==> src/rtl/cache_refill_if.sv <==
// Signal bundle between the cache controller, cache_refill_unit and main_memory.
// The unit itself uses the slave modport; the controller/memory side uses master.
interface cache_refill_if;
    logic         miss_valid;
    logic [31:0]  miss_addr;
    logic         miss_ready;
    logic         mem_read_en;
    logic [31:0]  mem_address;
    logic [127:0] mem_block_in;
    logic         mem_ready;
    logic         fill_valid;
    logic [31:0]  fill_addr;
    logic [127:0] fill_data;
    logic [31:0]  fill_word;
    logic         fill_error;
    logic         busy;

    modport slave (
        input  miss_valid, miss_addr, mem_block_in, mem_ready,
        output miss_ready, mem_read_en, mem_address, fill_valid, fill_addr, fill_data,
               fill_word, fill_error, busy
    );

    modport master (
        output miss_valid, miss_addr, mem_block_in, mem_ready,
        input  miss_ready, mem_read_en, mem_address, fill_valid, fill_addr, fill_data,
               fill_word, fill_error, busy
    );
endinterface

==> src/rtl/cache_refill_unit.sv <==
// Single-outstanding block refill: one read strobe to main_memory, capture, present word to cache.
// Define REFILL_TIMEOUT_EN to compile in the WAIT watchdog (TIMEOUT_CYCLES WAIT cycles max).
module cache_refill_unit #(
    parameter int unsigned TIMEOUT_CYCLES = 15
) (
    input logic           clk,
    input logic           rst,
    cache_refill_if.slave bus
);

    typedef enum logic [1:0] {StIdle, StReq, StWait, StFill} state_e;

    state_e       state_q, state_d;
    logic [27:0]  addr_q, addr_d;
    logic [1:0]   sel_q, sel_d;
    logic [127:0] data_q, data_d;
    logic         error_q, error_d;
    logic         timeout;
    logic         unused_addr_bits;

    assign unused_addr_bits = ^bus.miss_addr[1:0];

`ifdef REFILL_TIMEOUT_EN
    localparam logic [7:0] WaitLimit = 8'(TIMEOUT_CYCLES - 1);

    logic [7:0] cnt_q, cnt_d;

    // High on the last permitted WAIT cycle; mem_ready on that cycle still wins.
    assign timeout = (cnt_q == WaitLimit);

    always_comb begin
        cnt_d = cnt_q;
        if (state_q == StReq) begin
            cnt_d = '0;
        end else if (state_q == StWait && !bus.mem_ready) begin
            cnt_d = cnt_q + 8'd1;
        end
    end

    always_ff @(posedge clk) begin
        if (rst) begin
            cnt_q <= '0;
        end else begin
            cnt_q <= cnt_d;
        end
    end
`else
    logic unused_timeout_cfg;

    assign timeout            = 1'b0;
    assign unused_timeout_cfg = ^TIMEOUT_CYCLES;
`endif

    always_comb begin
        state_d = state_q;
        addr_d  = addr_q;
        sel_d   = sel_q;
        data_d  = data_q;
        error_d = error_q;
        unique case (state_q)
            StIdle: begin
                if (bus.miss_valid) begin
                    state_d = StReq;
                    addr_d  = bus.miss_addr[31:4];
                    sel_d   = bus.miss_addr[3:2];
                end
            end
            StReq: state_d = StWait;
            StWait: begin
                if (bus.mem_ready) begin
                    state_d = StFill;
                    data_d  = bus.mem_block_in;
                    error_d = 1'b0;
                end else if (timeout) begin
                    state_d = StFill;
                    data_d  = '0;
                    error_d = 1'b1;
                end
            end
            StFill: state_d = StIdle;
            default: state_d = StIdle;
        endcase
    end

    always_ff @(posedge clk) begin
        if (rst) begin
            state_q <= StIdle;
            addr_q  <= '0;
            sel_q   <= '0;
            data_q  <= '0;
            error_q <= 1'b0;
        end else begin
            state_q <= state_d;
            addr_q  <= addr_d;
            sel_q   <= sel_d;
            data_q  <= data_d;
            error_q <= error_d;
        end
    end

    assign bus.miss_ready  = (state_q == StIdle);
    assign bus.busy        = (state_q != StIdle);
    assign bus.mem_read_en = (state_q == StReq);
    assign bus.mem_address = {addr_q, 4'h0};
    assign bus.fill_valid  = (state_q == StFill);
    assign bus.fill_addr   = {addr_q, 4'h0};
    assign bus.fill_data   = data_q;
    assign bus.fill_error  = error_q;

    always_comb begin
        bus.fill_word = data_q[31:0];
        unique case (sel_q)
            2'd0: bus.fill_word = data_q[31:0];
            2'd1: bus.fill_word = data_q[63:32];
            2'd2: bus.fill_word = data_q[95:64];
            2'd3: bus.fill_word = data_q[127:96];
            default: bus.fill_word = data_q[31:0];
        endcase
    end

endmodule

==> src/flat_wrapper.sv <==
// flat-port wrapper written by rule: the top's interface ports become plain ports
module cache_refill_unit_flat 
#(
    parameter int unsigned TIMEOUT_CYCLES = 15
)
  (clk, rst, bus_miss_valid, bus_miss_addr, bus_mem_block_in, bus_mem_ready, bus_miss_ready, bus_mem_read_en, bus_mem_address, bus_fill_valid, bus_fill_addr, bus_fill_data, bus_fill_word, bus_fill_error, bus_busy);
  cache_refill_if bus_i ();
  input logic clk;
  input logic rst;
  input wire logic [$bits(bus_i.miss_valid)-1:0] bus_miss_valid;
  input wire logic [$bits(bus_i.miss_addr)-1:0] bus_miss_addr;
  input wire logic [$bits(bus_i.mem_block_in)-1:0] bus_mem_block_in;
  input wire logic [$bits(bus_i.mem_ready)-1:0] bus_mem_ready;
  output wire logic [$bits(bus_i.miss_ready)-1:0] bus_miss_ready;
  output wire logic [$bits(bus_i.mem_read_en)-1:0] bus_mem_read_en;
  output wire logic [$bits(bus_i.mem_address)-1:0] bus_mem_address;
  output wire logic [$bits(bus_i.fill_valid)-1:0] bus_fill_valid;
  output wire logic [$bits(bus_i.fill_addr)-1:0] bus_fill_addr;
  output wire logic [$bits(bus_i.fill_data)-1:0] bus_fill_data;
  output wire logic [$bits(bus_i.fill_word)-1:0] bus_fill_word;
  output wire logic [$bits(bus_i.fill_error)-1:0] bus_fill_error;
  output wire logic [$bits(bus_i.busy)-1:0] bus_busy;
  assign bus_i.miss_valid = bus_miss_valid;
  assign bus_i.miss_addr = bus_miss_addr;
  assign bus_i.mem_block_in = bus_mem_block_in;
  assign bus_i.mem_ready = bus_mem_ready;
  assign bus_miss_ready = bus_i.miss_ready;
  assign bus_mem_read_en = bus_i.mem_read_en;
  assign bus_mem_address = bus_i.mem_address;
  assign bus_fill_valid = bus_i.fill_valid;
  assign bus_fill_addr = bus_i.fill_addr;
  assign bus_fill_data = bus_i.fill_data;
  assign bus_fill_word = bus_i.fill_word;
  assign bus_fill_error = bus_i.fill_error;
  assign bus_busy = bus_i.busy;
  cache_refill_unit #(.TIMEOUT_CYCLES(TIMEOUT_CYCLES)) u_core (.clk(clk), .rst(rst), .bus(bus_i));
endmodule
==> config.mk <==
export PLATFORM = sky130hd
export DESIGN_NAME = cache_refill_unit_flat
export DESIGN_NICKNAME = d
export VERILOG_FILES = /design/src/rtl/cache_refill_if.sv /design/src/rtl/cache_refill_unit.sv /design/src/flat_wrapper.sv
export SDC_FILE = /design/constraint.sdc
export NUM_CORES = 1
export LEC_CHECK = 0
export ABC_AREA = 1
export BUFFER_PORTS_ARGS = -buffer_cell sky130_fd_sc_hd__buf_4
export CELL_PAD_IN_SITES_DETAIL_PLACEMENT = 0
export CELL_PAD_IN_SITES_GLOBAL_PLACEMENT = 1
export CORE_AREA = 2 2 162 164
export CTS_CLUSTER_DIAMETER = 100
export DETAILED_ROUTE_END_ITERATION = 7
export DIE_AREA = 0 0 164 166
export PLACE_DENSITY = 0.76
export SYNTH_ARGS = -nofsm -noshare
export SYNTH_HDL_FRONTEND = slang
export SYNTH_SLANG_ARGS = --single-unit
==> constraint.sdc <==
create_clock -name clk -period 1.2 [get_ports clk]
set_input_delay 0.12 -clock clk [delete_from_list [all_inputs] [get_ports clk]]
set_output_delay 0.12 -clock clk [all_outputs]
set_load 0.05 [all_outputs]
==> flow_summary.toml <==
[drt]
drc = 0
ant_nets = 0
dr.first_iter.drc_count = 542
avgRoutedWirePerCell_um = 19.5
finalWirelength_um = 36300
vias_per_cell = 4.75
firstDrtPassIters = 6
vias = 8842

[timing]
finClkSkew_ns = 0.00843
post-route-min-period_ns = 1.75
final_min_period_over_clock_period = 1.46
setup_violations = 201
timing.final.ws_setup_ns = -0.553
slew_violations = 0
hold_viol = 0
rsz0062_at_grt = "yes"
max_freq_mhz = 571

[place]
place_congestion = 0.829
dp.cells = 1614
numPortBuffers = 381
dp_hpwl_um = 20900

[synth]
yosys_warnings = 0
synthArstFlopShare = 0
syn-cell-area_sq_mm = 0.00677
yosysSeqAreaShare = 0.473
ys_ff_latch = 160
synth_area_leaders = "dfxtp_1, nor2_1, o21ai_0, buf_4, nand3_1"
synth_edf_count = 0
synth_cell_types = 19
netlist.area_leader.share = 0.473
syn_area_per_cell_sq_um = 7.26
yosysMostFrequentCell = "nor2_1"
synthCells = 932
synth_common_cells = "nor2_1, dfxtp_1, o21ai_0"
synth.largest_area_cell = "dfxtp_1"
synthFlopType = "dfxtp_1"

[global_route]
grt_pass1_vias = 8871
antenna_found_initial = 0
grt_usage = 0.248
grt_pass1_wl_um = 51100
grt_overflow = 0
grt_max_degree = 34

[worst_setup_path]
crit_family = "buffers and inverters"
path_buf_inv = 3
slowest_stage = "dfxtp_4"
critPathMaxStageDelay_ns = 0.40
cp_max_fo = 5
crit_type = "flip-flop to primary output"
startpoint_type = "flip-flop"
crit_path_cell_trace = "nor2_4 > buf_12 > clkbuf_16 > nand2_4 > nand4_1 > buf_6"
crit_required_ns = 1.08
end_kind = "primary output"
cp_data_arrival_time_ns = 1.63

[cts]
cts.sinks = 160
cts_tree = "done"
cts_made_buffers = 17
clk_latency_ns = 0.42
root_buffer = "clkbuf_16"
clk_pin_slew_ns = 0.07
cts.path.max_buffers = 2
cts-htree-levels = 4

[die]
fp.coreArea_sq_mm = 0.0256
fp-row-count = 59
io_pins = 393
die_w_um = 164
dieArea_sq_mm = 0.0272
initial_core_util = 0.264
die_h_um = 166

[outcome]
violations = "negative setup slack"
outcome = "finished, violations left"

[finish]
nets = 1681
drive_gt1_frac = 0.563
area_delta_synth_final_pct = 129
insertedDiodeCount = 0
instances_no_fill = 1860

[power]
powerDensity_mw_per_mm2 = 2210
p_total_mw = 34.3
p_leak_nw = 6.75
ir_worst_vdd_mv = 1.38

[run]
maxCapViolCount = 0

[min_path]
hold_path.class = "primary input to flip-flop"
## layout make-up
type                       instances  area [sq um]
clock buffer                      18           429
clock inverter                    14           121
fill                            2134         10100
inverter                          10          91.3
multi-input combinational        664          4200
sequential                       160          3280
tap                              335           419
timing repair buffer             656          6920
timing repair inverter             3          60.1
## sequential cells by signal (all words and copies together), names as in the netlist
name and count:
u_core.bus.fill_data 128, u_core.addr_q 28, u_core.sel_q 2, u_core.state_q 2
## repair_timing
item                                    4_1_cts  5_1_grt
endpoints found under the setup margin      219      249
resized for setup                           445      231
pin swaps                                    35       29
gates cloned                                 33        6
hold endpoints to repair                    155        1
hold buffers                                157        1
setup buffers                                19        2
## stage by stage
step	utilization	worst slack, ns	cell area (sq um)	TNS [ns]	hold slack [ns]
2_1_floorplan	-	-0.140	6960	-4.99	0.265
3_3_place_gp	0.397	-0.157	10200	-9.50	0.352
3_5_place_dp	0.397	-0.164	10200	-12.36	0.359
4_1_cts	0.570	-0.558	14600	-38.69	0.0408
5_1_grt	0.606	-0.635	15500	-56.68	0.00356
6_report	0.606	-0.553	15500	-44.98	0.0151
## worst paths after layout
path	startpoint	end	slack, ns	cells past startpoint
worst max register to register	u_core.state_q[0]$_SDFFE_PP0P_	u_core.bus.fill_data[58]$_SDFFE_PP0P_	-0.26	8
worst min register to register	u_core.bus.fill_data[80]$_SDFFE_PP0P_	u_core.bus.fill_data[80]$_SDFFE_PP0P_	0.50	2
worst max-delay path	u_core.sel_q[1]$_SDFFE_PP0P_	bus_fill_word[0]	-0.55	6
worst min-delay path	bus_miss_addr[2]	u_core.sel_q[0]$_SDFFE_PP0P_	0.02	3
## layer usage
metal  up-vias  GRT usage  part of all wire
met1      4169      0.291              0.40
met5         -          0                 0
met3        61     0.0564             0.065
met2       404      0.444              0.51
li1       4208          -                 -
met4         0     0.0801             0.028
## worst min-delay path: cells and delay by family
| family | cells | cell delay (ns) |
|---|---|---|
| AO/OA/AOI/OAI | 2 | 0.19 |
| buffers and inverters | 1 | 0.08 |
## cell usage in the layout, fill, tap and decap left out, types with 10 or more instances in the layout
cell,instances
nand2_4,10
buf_8,17
nand2_2,10
nand3_1,60
dlygate4sd3_1,158
buf_12,27
nor2_2,55
nand4_1,32
buf_6,94
buf_4,320
o21ai_1,14
nor2_4,48
nor2_1,216
nand2_1,50
dfxtp_1,111
buf_16,34
dfxtp_2,44
clkbuf_16,23
o21ai_2,126
## cells by family (layout without fill, tap and decap cells)
family / after synthesis / after routing / synth area share
simple gates: 487 / 489 / 0.296
compound gates: 161 / 161 / 0.119
flops: 160 / 160 / 0.473
buf+inv: 118 / 701 / 0.102
fa+ha+maj: 5 / 5 / 0.00924
other cells: 1 / 9 / 0.000554
## where the power goes
group	leakage, nW	switching (mW)	total [mW]	internal [mW]
clock	0.273	2.58	5.32	2.74
combinational	5.15	12.4	20.7	8.35
sequential	1.33	1.60	8.24	6.64
Power figures use the tool's default switching activity.
